==> src/rtl/reg32_reader.sv <==
// reg32_reader: captures a register word and streams it out as hex digits, MSB first, over a valid/ready handshake (optional READER_ZERO_BLANK_EN skips leading zero digits)
module reg32_reader #(
  parameter int WIDTH = 32
) (
  input  logic             clock,
  input  logic             reset,
  input  logic [WIDTH-1:0] data_in,
  input  logic             start,
  output logic             busy,
  output logic [3:0]       nib_out,
  output logic [2:0]       nib_idx,
  output logic             nib_valid,
  input  logic             nib_ready,
  output logic             nib_last,
  output logic             done
);
  typedef enum logic [1:0] {IDLE, SEND, DONE} state_t;
  localparam int N = WIDTH / 4;
  localparam logic [2:0] TOP = 3'(N - 1);
  state_t state;
  logic [WIDTH-1:0] shadow;
  logic [2:0] first;
  function automatic logic [3:0] nib(input logic [WIDTH-1:0] w, input logic [2:0] i);
    return 4'(w >> {i, 2'b00});
  endfunction
  // index of the first digit to present for the word being captured
  always_comb begin
    first = TOP;
`ifdef READER_ZERO_BLANK_EN
    first = '0;
    for (int i = 0; i < N; i++)
      if (nib(data_in, 3'(i)) != 4'h0) first = 3'(i);
`endif
  end
  // readout sequencer with registered handshake outputs
  always_ff @(posedge clock or posedge reset) begin
    if (reset) begin
      state     <= IDLE;
      shadow    <= '0;
      busy      <= 1'b0;
      nib_valid <= 1'b0;
      nib_last  <= 1'b0;
      nib_out   <= '0;
      nib_idx   <= '0;
      done      <= 1'b0;
    end else begin
      case (state)
        IDLE: if (start) begin
          shadow    <= data_in;
          state     <= SEND;
          busy      <= 1'b1;
          nib_valid <= 1'b1;
          nib_idx   <= first;
          nib_out   <= nib(data_in, first);
          nib_last  <= first == 3'd0;
        end
        SEND: if (nib_ready) begin
          if (nib_last) begin
            state     <= DONE;
            nib_valid <= 1'b0;
            nib_last  <= 1'b0;
            done      <= 1'b1;
          end else begin
            nib_idx  <= nib_idx - 3'd1;
            nib_out  <= nib(shadow, nib_idx - 3'd1);
            nib_last <= nib_idx == 3'd1;
          end
        end
        DONE: begin
          state <= IDLE;
          done  <= 1'b0;
          busy  <= 1'b0;
        end
        default: state <= IDLE;
      endcase
    end
  end
endmodule
==> config.mk <==
export PLATFORM = sky130hd
export DESIGN_NAME = reg32_reader
export DESIGN_NICKNAME = d
export VERILOG_FILES = /design/src/rtl/reg32_reader.sv
export SDC_FILE = /design/constraint.sdc
export NUM_CORES = 1
export LEC_CHECK = 0
export BUFFER_PORTS_ARGS = -buffer_cell sky130_fd_sc_hd__clkbuf_2
export CORE_UTILIZATION = 53
export CTS_CLUSTER_SIZE = 8
export DETAILED_ROUTE_END_ITERATION = 8
export PLACE_DENSITY = 0.77
export REMOVE_ABC_BUFFERS = 1
export SETUP_SLACK_MARGIN = 0.5
export SYNTH_ARGS = -nofsm -noshare
export SYNTH_HDL_FRONTEND = slang
export SYNTH_SLANG_ARGS = --single-unit
==> constraint.sdc <==
create_clock -name clock -period 2.43 [get_ports clock]
set_clock_uncertainty 0.1 [all_clocks]
set_input_delay 0.243 -clock clock [delete_from_list [all_inputs] [get_ports clock]]
set_output_delay 0.243 -clock clock [all_outputs]
set_load 0.02 [all_outputs]
==> results.py, run 1 <==
metrics = {
    "detailed_routing": {
        "wl_mm": 4.23,
        "firstDrtPassIters": 4,
        "vias": 1454,
        "drt_iter0_markers": 80,
        "wl_per_cell_microns": 16.8,
        "vias_per_cell": 5.77,
        "drc_errors": 0,
        "ant_nets": 0,
    },
    "synth": {
        "synth_area_leader_cell": "dfrtp_1",
        "syn_area_sq_um": 2130,
        "synth_seq_cells": 45,
        "ys_warn_count": 0,
        "synthArstFlopShare": 1.00,
        "ys_types": 32,
        "netlist_instances": 155,
        "synth.top_cell.area_share": 0.528,
        "synth_seq_area_share": 0.528,
        "ys.flop_type": "dfrtp_1",
        "yosys-top-cells-area": "dfrtp_1, mux2_2, mux4_2",
        "synth_edf_count": 0,
        "syn_area_per_cell_sq_um": 13.8,
    },
    "clock_tree": {
        "ctsHtreeMaxLevel": 2,
        "worstSkewPairLatency_ns": 0.29,
        "cts_buffer_depth": 2,
        "cts-root-buf": "clkbuf_8",
        "postCtsSetupBuffers": 0,
        "cts_inserted_buffers": 5,
        "numClockSinks": 45,
        "cts.reportedPaths.clkPinSlew_ns": 0.08,
        "cts_tree": "yes",
    },
    "floorplan": {
        "die_y_microns": 65.4,
        "row_count": 22,
        "io-pin-count": 47,
        "dieArea_sq_um": 4280,
        "die_x_microns": 65.4,
        "start_util": 0.565,
        "core_region_area_sq_um": 3770,
    },
    "setup_path": {
        "crit_path_start_kind": "register",
        "cp-startpoint": "state[0]",
        "arrival_ns": 1.82,
        "cp.required_ns": 2.51,
        "timing.rr.start": "state[0]",
        "cp_max_fo": 17,
        "end_kind": "register",
        "crit_type": "reg -> reg",
    },
    "finish": {
        "final_layout_size_suffix_gt1_frac": 0.510,
        "multi_input_area_sq_um": 901,
        "layout_common_cells": "clkbuf_2, dfrtp_1, mux2_2",
        "diodes": 0,
        "final_common_cell": "clkbuf_2",
        "fin_util": 0.659,
        "seq_area_sq_um": 1130,
        "area_growth_syn_to_layout_pct": 16.5,
        "layout.nets": 243,
        "n_fill_cell": 291,
    },
    "sta": {
        "tns_ns": 0,
        "fin_hold_ws_ns": 0.0776,
        "period_share": 0.715,
        "maxSlewHeadroom": 0.478,
        "fmax_mhz": 575,
        "worst_pin_slew_ns": 0.778,
        "rsz0062_at_grt": "false",
        "slew_violations": 0,
        "post-route-min-period_ns": 1.74,
        "setup_viol": 0,
        "hold_viol": 0,
    },
    "run": {
        "max_cap_viol_count": 0,
    },
    "global_routing": {
        "grt_pass1_wl_mm": 7.11,
        "antenna_found_initial": 0,
        "grt_max_degree": 24,
        "overflow": 0,
        "grt_use_total": 0.232,
        "grt_pass1_vias": 1557,
    },
    "placed_design": {
        "hpwl_mm": 3.23,
        "gp_congestion": 0.876,
        "numPortBuffers": 46,
    },
    "power": {
        "ir_drop_v": 0.000644,
        "cellLeakagePower_nw": 1.15,
        "power_density_nw_per_um2": 1340,
    },
    "status": {
        "outcome": "complete, no violations",
    },
    "worst_hold_path": {
        "hp-start": "data_in[25]",
        "min_path_type": "in -> reg",
    },
}
-- per-layer routing --
layer / GRT usage / vias up / wire [microns]
li1: - / 663 / -
met1: 0.267 / 735 / 1720
met2: 0.397 / 49 / 2230
met3: 0.0521 / 7 / 207
met4: 0.130 / 0 / 72
met5: 0 / - / 0
-- logic make-up (layout without fill, tap and decap cells) --
family,after synthesis,count (layout),share of synthesized area
xor+xnor,2,2,0.00822
mux,42,42,0.263
compound gates,20,20,0.0698
buf+inv,22,71,0.0505
flops,45,45,0.528
simple gates,22,22,0.0687
fa+ha+maj,2,2,0.0117
-- final timing paths --
check                             end  depth (start not counted)  slack, ns
setup / recovery            shadow[0]                          4       0.69
hold / removal             shadow[25]                          2       0.08
setup reg to reg            shadow[0]                          4       0.69
hold reg to reg             shadow[1]                          1       0.41
max in group asynchronous  nib_idx[1]                          4       1.07
min in group asynchronous   nib_valid                          3       0.42
-- per-stage QoR --
| step | total power [mW] | instances | cell area, sq um | setup WS, ns |
|---|---|---|---|---|
| 2_1_floorplan | 2.47 | 147 | 2080 | 0.363 |
| 3_3_place_gp | 2.83 | 245 | 2400 | 0.626 |
| 3_5_place_dp | 2.93 | 245 | 2400 | 0.567 |
| 4_1_cts | 3.35 | 252 | 2480 | 0.558 |
| 5_1_grt | 3.55 | 252 | 2480 | 0.595 |
| 6_report | 3.33 | 252 | 2480 | 0.692 |
-- cell type report --
type,instances,share of cell area
clock buffer,5,0.0277
clock inverter,1,0.00202
inverter,14,0.0212
multi-input combinational,88,0.363
sequential,45,0.453
tap,48,0.0242
timing repair buffer,51,0.109
-- power by group --
group	switching, mW	internal, mW
Clock	0.229	0.189
Sequential	0.248	1.12
Combinational	0.717	0.821
Total	1.19	2.13
-- worst max-delay path, stage by stage (launching register included) --
cell,delay (ns)
dfrtp_1,0.51
nand2b_1,0.27
nor2_4,0.12
buf_4,0.25
mux2_2,0.37
-- cell usage after synthesis, drive strengths merged, types with 2 or more instances --
| cell | n |
|---|---|
| inv | 14 |
| buf | 6 |
| nand3b | 2 |
| a32oi | 4 |
| a22oi | 3 |
| nor2b | 2 |
| mux2i | 2 |
| mux2 | 32 |
| clkbuf | 2 |
| a21oi | 4 |
| nand3 | 9 |
| nand2b | 2 |
| dfrtp | 45 |
| o21ai | 2 |
| mux4 | 8 |
| or3b | 5 |
| ha | 2 |
-- what timing repair did --
item | 4_1_cts | 5_1_grt
hold buffers | 1 | 0
gates resized for setup | 0 | 1
endpoints found under the hold margin | 22 | 0
setup endpoints to repair | 0 | 1
-- flip-flops by register name, indices dropped and copies added (netlist names) --
name and cells:
shadow 32, state 2, nib_valid 1, nib_last 1, nib_out 4, nib_idx 3, done 1, busy 1
(Power assumes the default switching activity.)
==> inputs of run 2 (changes only) <==
--- a/config.mk
+++ b/config.mk
@@ -5,11 +5,12 @@
 export SDC_FILE = /design/constraint.sdc
 export NUM_CORES = 1
 export LEC_CHECK = 0
+export ABC_AREA = 1
 export BUFFER_PORTS_ARGS = -buffer_cell sky130_fd_sc_hd__clkbuf_2
-export CORE_UTILIZATION = 53
+export CORE_UTILIZATION = 49
 export CTS_CLUSTER_SIZE = 8
 export DETAILED_ROUTE_END_ITERATION = 8
-export PLACE_DENSITY = 0.77
+export PLACE_DENSITY = 0.75
 export REMOVE_ABC_BUFFERS = 1
 export SETUP_SLACK_MARGIN = 0.5
 export SYNTH_ARGS = -nofsm -noshare
==> constraint.sdc (replaced) <==
create_clock -name clock -period 1.4 [get_ports clock]
set_clock_uncertainty 0.1 [all_clocks]
set_input_delay 0.14 -clock clock [delete_from_list [all_inputs] [get_ports clock]]
set_output_delay 0.14 -clock clock [all_outputs]
set_load 0.02 [all_outputs]
==> results.py, run 2 <==
metrics = {
    "synth": {
        "ys_warn_count": 0,
        "synth_seq_cells": 45,
        "synth_area_leader_cell": "dfrtp_1",
        "synth.top_cell.area_share": 0.501,
        "synthArstFlopShare": 1.00,
        "yosys-top-cells-area": "dfrtp_1, nand2_1, inv_1",
        "synth_edf_count": 0,
        "netlist_instances": 293,
        "synth_seq_area_share": 0.501,
        "ys.flop_type": "dfrtp_1",
        "ys_types": 23,
        "yosysMostFrequentCell": "nand2_1",
        "syn_area_per_cell_sq_um": 7.67,
        "ys_top_cells_by_count": "nand2_1, inv_1, dfrtp_1",
        "syn_area_sq_um": 2250,
    },
    "clock_tree": {
        "cts_tree": "yes",
        "cts_inserted_buffers": 5,
        "cts-root-buf": "clkbuf_8",
        "numClockSinks": 45,
        "worstSkewPairLatency_ns": 0.32,
        "cts.reportedPaths.clkPinSlew_ns": 0.10,
        "ctsHtreeMaxLevel": 2,
        "cts_buffer_depth": 2,
    },
    "global_routing": {
        "grt_pass1_vias": 2155,
        "grt_pass1_wl_mm": 10.1,
        "grt_use_total": 0.268,
        "overflow": 0,
        "grt_max_degree": 46,
        "antenna_found_initial": 0,
    },
    "detailed_routing": {
        "firstDrtPassIters": 6,
        "wl_per_cell_microns": 19.8,
        "vias_per_cell": 5.68,
        "vias": 2594,
        "drc_errors": 0,
        "ant_nets": 0,
        "drt_iter0_markers": 349,
        "wl_mm": 9.05,
    },
    "floorplan": {
        "row_count": 24,
        "core_region_area_sq_um": 4380,
        "die_x_microns": 69.7,
        "io-pin-count": 47,
        "die_y_microns": 69.7,
        "start_util": 0.512,
        "dieArea_sq_um": 4860,
    },
    "setup_path": {
        "cpMaxStageDelayCell": "dfrtp_1",
        "cp_slowest_stage_delay_ns": 0.42,
        "cp_max_fo": 5,
        "cp.required_ns": 1.57,
        "crit_type": "reg -> reg",
        "cp_top_family": "simple AND/OR/NAND/NOR gates",
        "arrival_ns": 1.85,
        "worstPathCellList": "inv_2 > ha_4 > nand2_2 > inv_2 > nor2_2 > nor2_1 > buf_4 > nand2_1 > nand3_1 > nand2_1 > inv_1",
        "end_kind": "register",
        "crit_buf_inv": 4,
        "crit_path_start_kind": "register",
    },
    "finish": {
        "fin_util": 0.909,
        "seq_area_sq_um": 1130,
        "diodes": 0,
        "final_layout_size_suffix_gt1_frac": 0.477,
        "top_regs": "shadow (32), nib_out (4), nib_idx (3)",
        "multi_input_area_sq_um": 1280,
        "layout.nets": 442,
        "n_fill_cell": 173,
        "final_common_cell": "nand2_1",
        "largest_reg_flops": 32,
        "top_register": "shadow",
        "area_growth_syn_to_layout_pct": 77.5,
        "fin_area_sq_um": 3990,
        "layout_common_cells": "nand2_1, inv_1, dfrtp_1",
    },
    "power": {
        "power_density_nw_per_um2": 2420,
        "ir_drop_v": 0.00126,
        "finalPower_mw": 9.65,
        "cellLeakagePower_nw": 2.09,
    },
    "sta": {
        "period_share": 1.20,
        "fin_hold_ws_ns": -0.0103,
        "hold_viol": 1,
        "slew_violations": 0,
        "maxSlewHeadroom": 0.788,
        "worst_pin_slew_ns": 0.314,
        "setup_viol": 38,
        "rsz0062_at_grt": "true",
        "fin_ws_ns": -0.280,
        "post-route-min-period_ns": 1.68,
        "fmax_mhz": 595,
    },
    "placed_design": {
        "dp_worst_setup_slack_ns": -0.211,
        "gp_congestion": 0.835,
        "numPortBuffers": 46,
        "hpwl_mm": 3.27,
        "place_area_sq_um": 2630,
    },
    "run": {
        "max_cap_viol_count": 0,
    },
    "status": {
        "outcome": "finished, violations left",
        "violations": "hold timing, setup timing",
    },
    "worst_hold_path": {
        "min_path_type": "in -> reg",
    },
}
[run 2: changes by cell type after synthesis, moves of 4 or more]
cell	previous run	this run
inv_1	14	49
mux2_2	32	0
nand2_1	1	95
nor2_1	0	14
a32oi_1	4	0
mux4_2	8	0
o21ai_0	2	36
or3b_2	4	0
nand3_1	9	21
buf_2	1	5
[run 2: worst reg2reg max path, stage by stage (launching register included)]
cell and delay (ns):
dfrtp_1 0.42, inv_2 0.10, ha_4 0.17, nand2_2 0.06, inv_2 0.09, nor2_2 0.04
nor2_1 0.11, buf_4 0.17, nand2_1 0.08, nand3_1 0.11, nand2_1 0.10, inv_1 0.08
[run 2: final cells by class]
cell class                      count  share of cell area
Clock buffer                        6              0.0207
Clock inverter                      2             0.00942
Inverter                           54              0.0574
Multi-Input combinational cell    184               0.321
Sequential cell                    45               0.283
Tap cell                           52              0.0163
Timing Repair Buffer              113               0.287
Timing Repair inverter              1             0.00408
[run 2: report_power, final]
group	internal, mW	switching (mW)
clock network	0.581	0.500
logic	2.72	3.49
registers	1.94	0.416
total	5.25	4.41
[run 2: repair_timing]
action	in CTS	in global routing
resized for setup	100	106
endpoints found under the setup margin	56	56
cloned	3	6
setup buffers	4	7
hold endpoints to repair	76	1
pin swaps	14	18
hold buffers	31	1
[run 2: logic make-up (layout without fill, tap and decap cells)]
logic type,after synthesis,count (layout),share of synthesized area
AO/OA/AOI/OAI,41,41,0.0914
adder cells (fa/ha/maj),2,2,0.0111
buffers and inverters,64,176,0.121
flip-flops,45,45,0.501
AND/OR/NAND/NOR,141,141,0.275
[run 2: routing by layer]
metal  vias to the layer above  GRT usage  share of wire
met3                        50     0.0654          0.083
met4                         0     0.0978          0.060
met1                      1247      0.352           0.35
li1                       1111          -              -
met2                       186      0.433           0.50
met5                         -          0              0
[run 2: final timing paths]
check,slack (ns),endpoint,depth (start not counted),startpoint
worst min-delay path,-0.01,shadow[29],3,data_in[29]
worst min register to register,0.42,shadow[6],2,shadow[6]
worst max register to register,-0.28,nib_out[0],11,nib_idx[1]
min in group asynchronous,0.28,shadow[16],4,reset
worst max-delay path,-0.28,nib_out[0],11,nib_idx[1]
max in group asynchronous,0.67,state[1],4,reset
[run 2: through the flow]
stage	instances	setup TNS, ns
after floorplan	283	-4.37
final	457	-1.94
after detailed placement	397	-0.875
after global routing	457	-3.56
after global placement	397	-0.469
after CTS	443	0
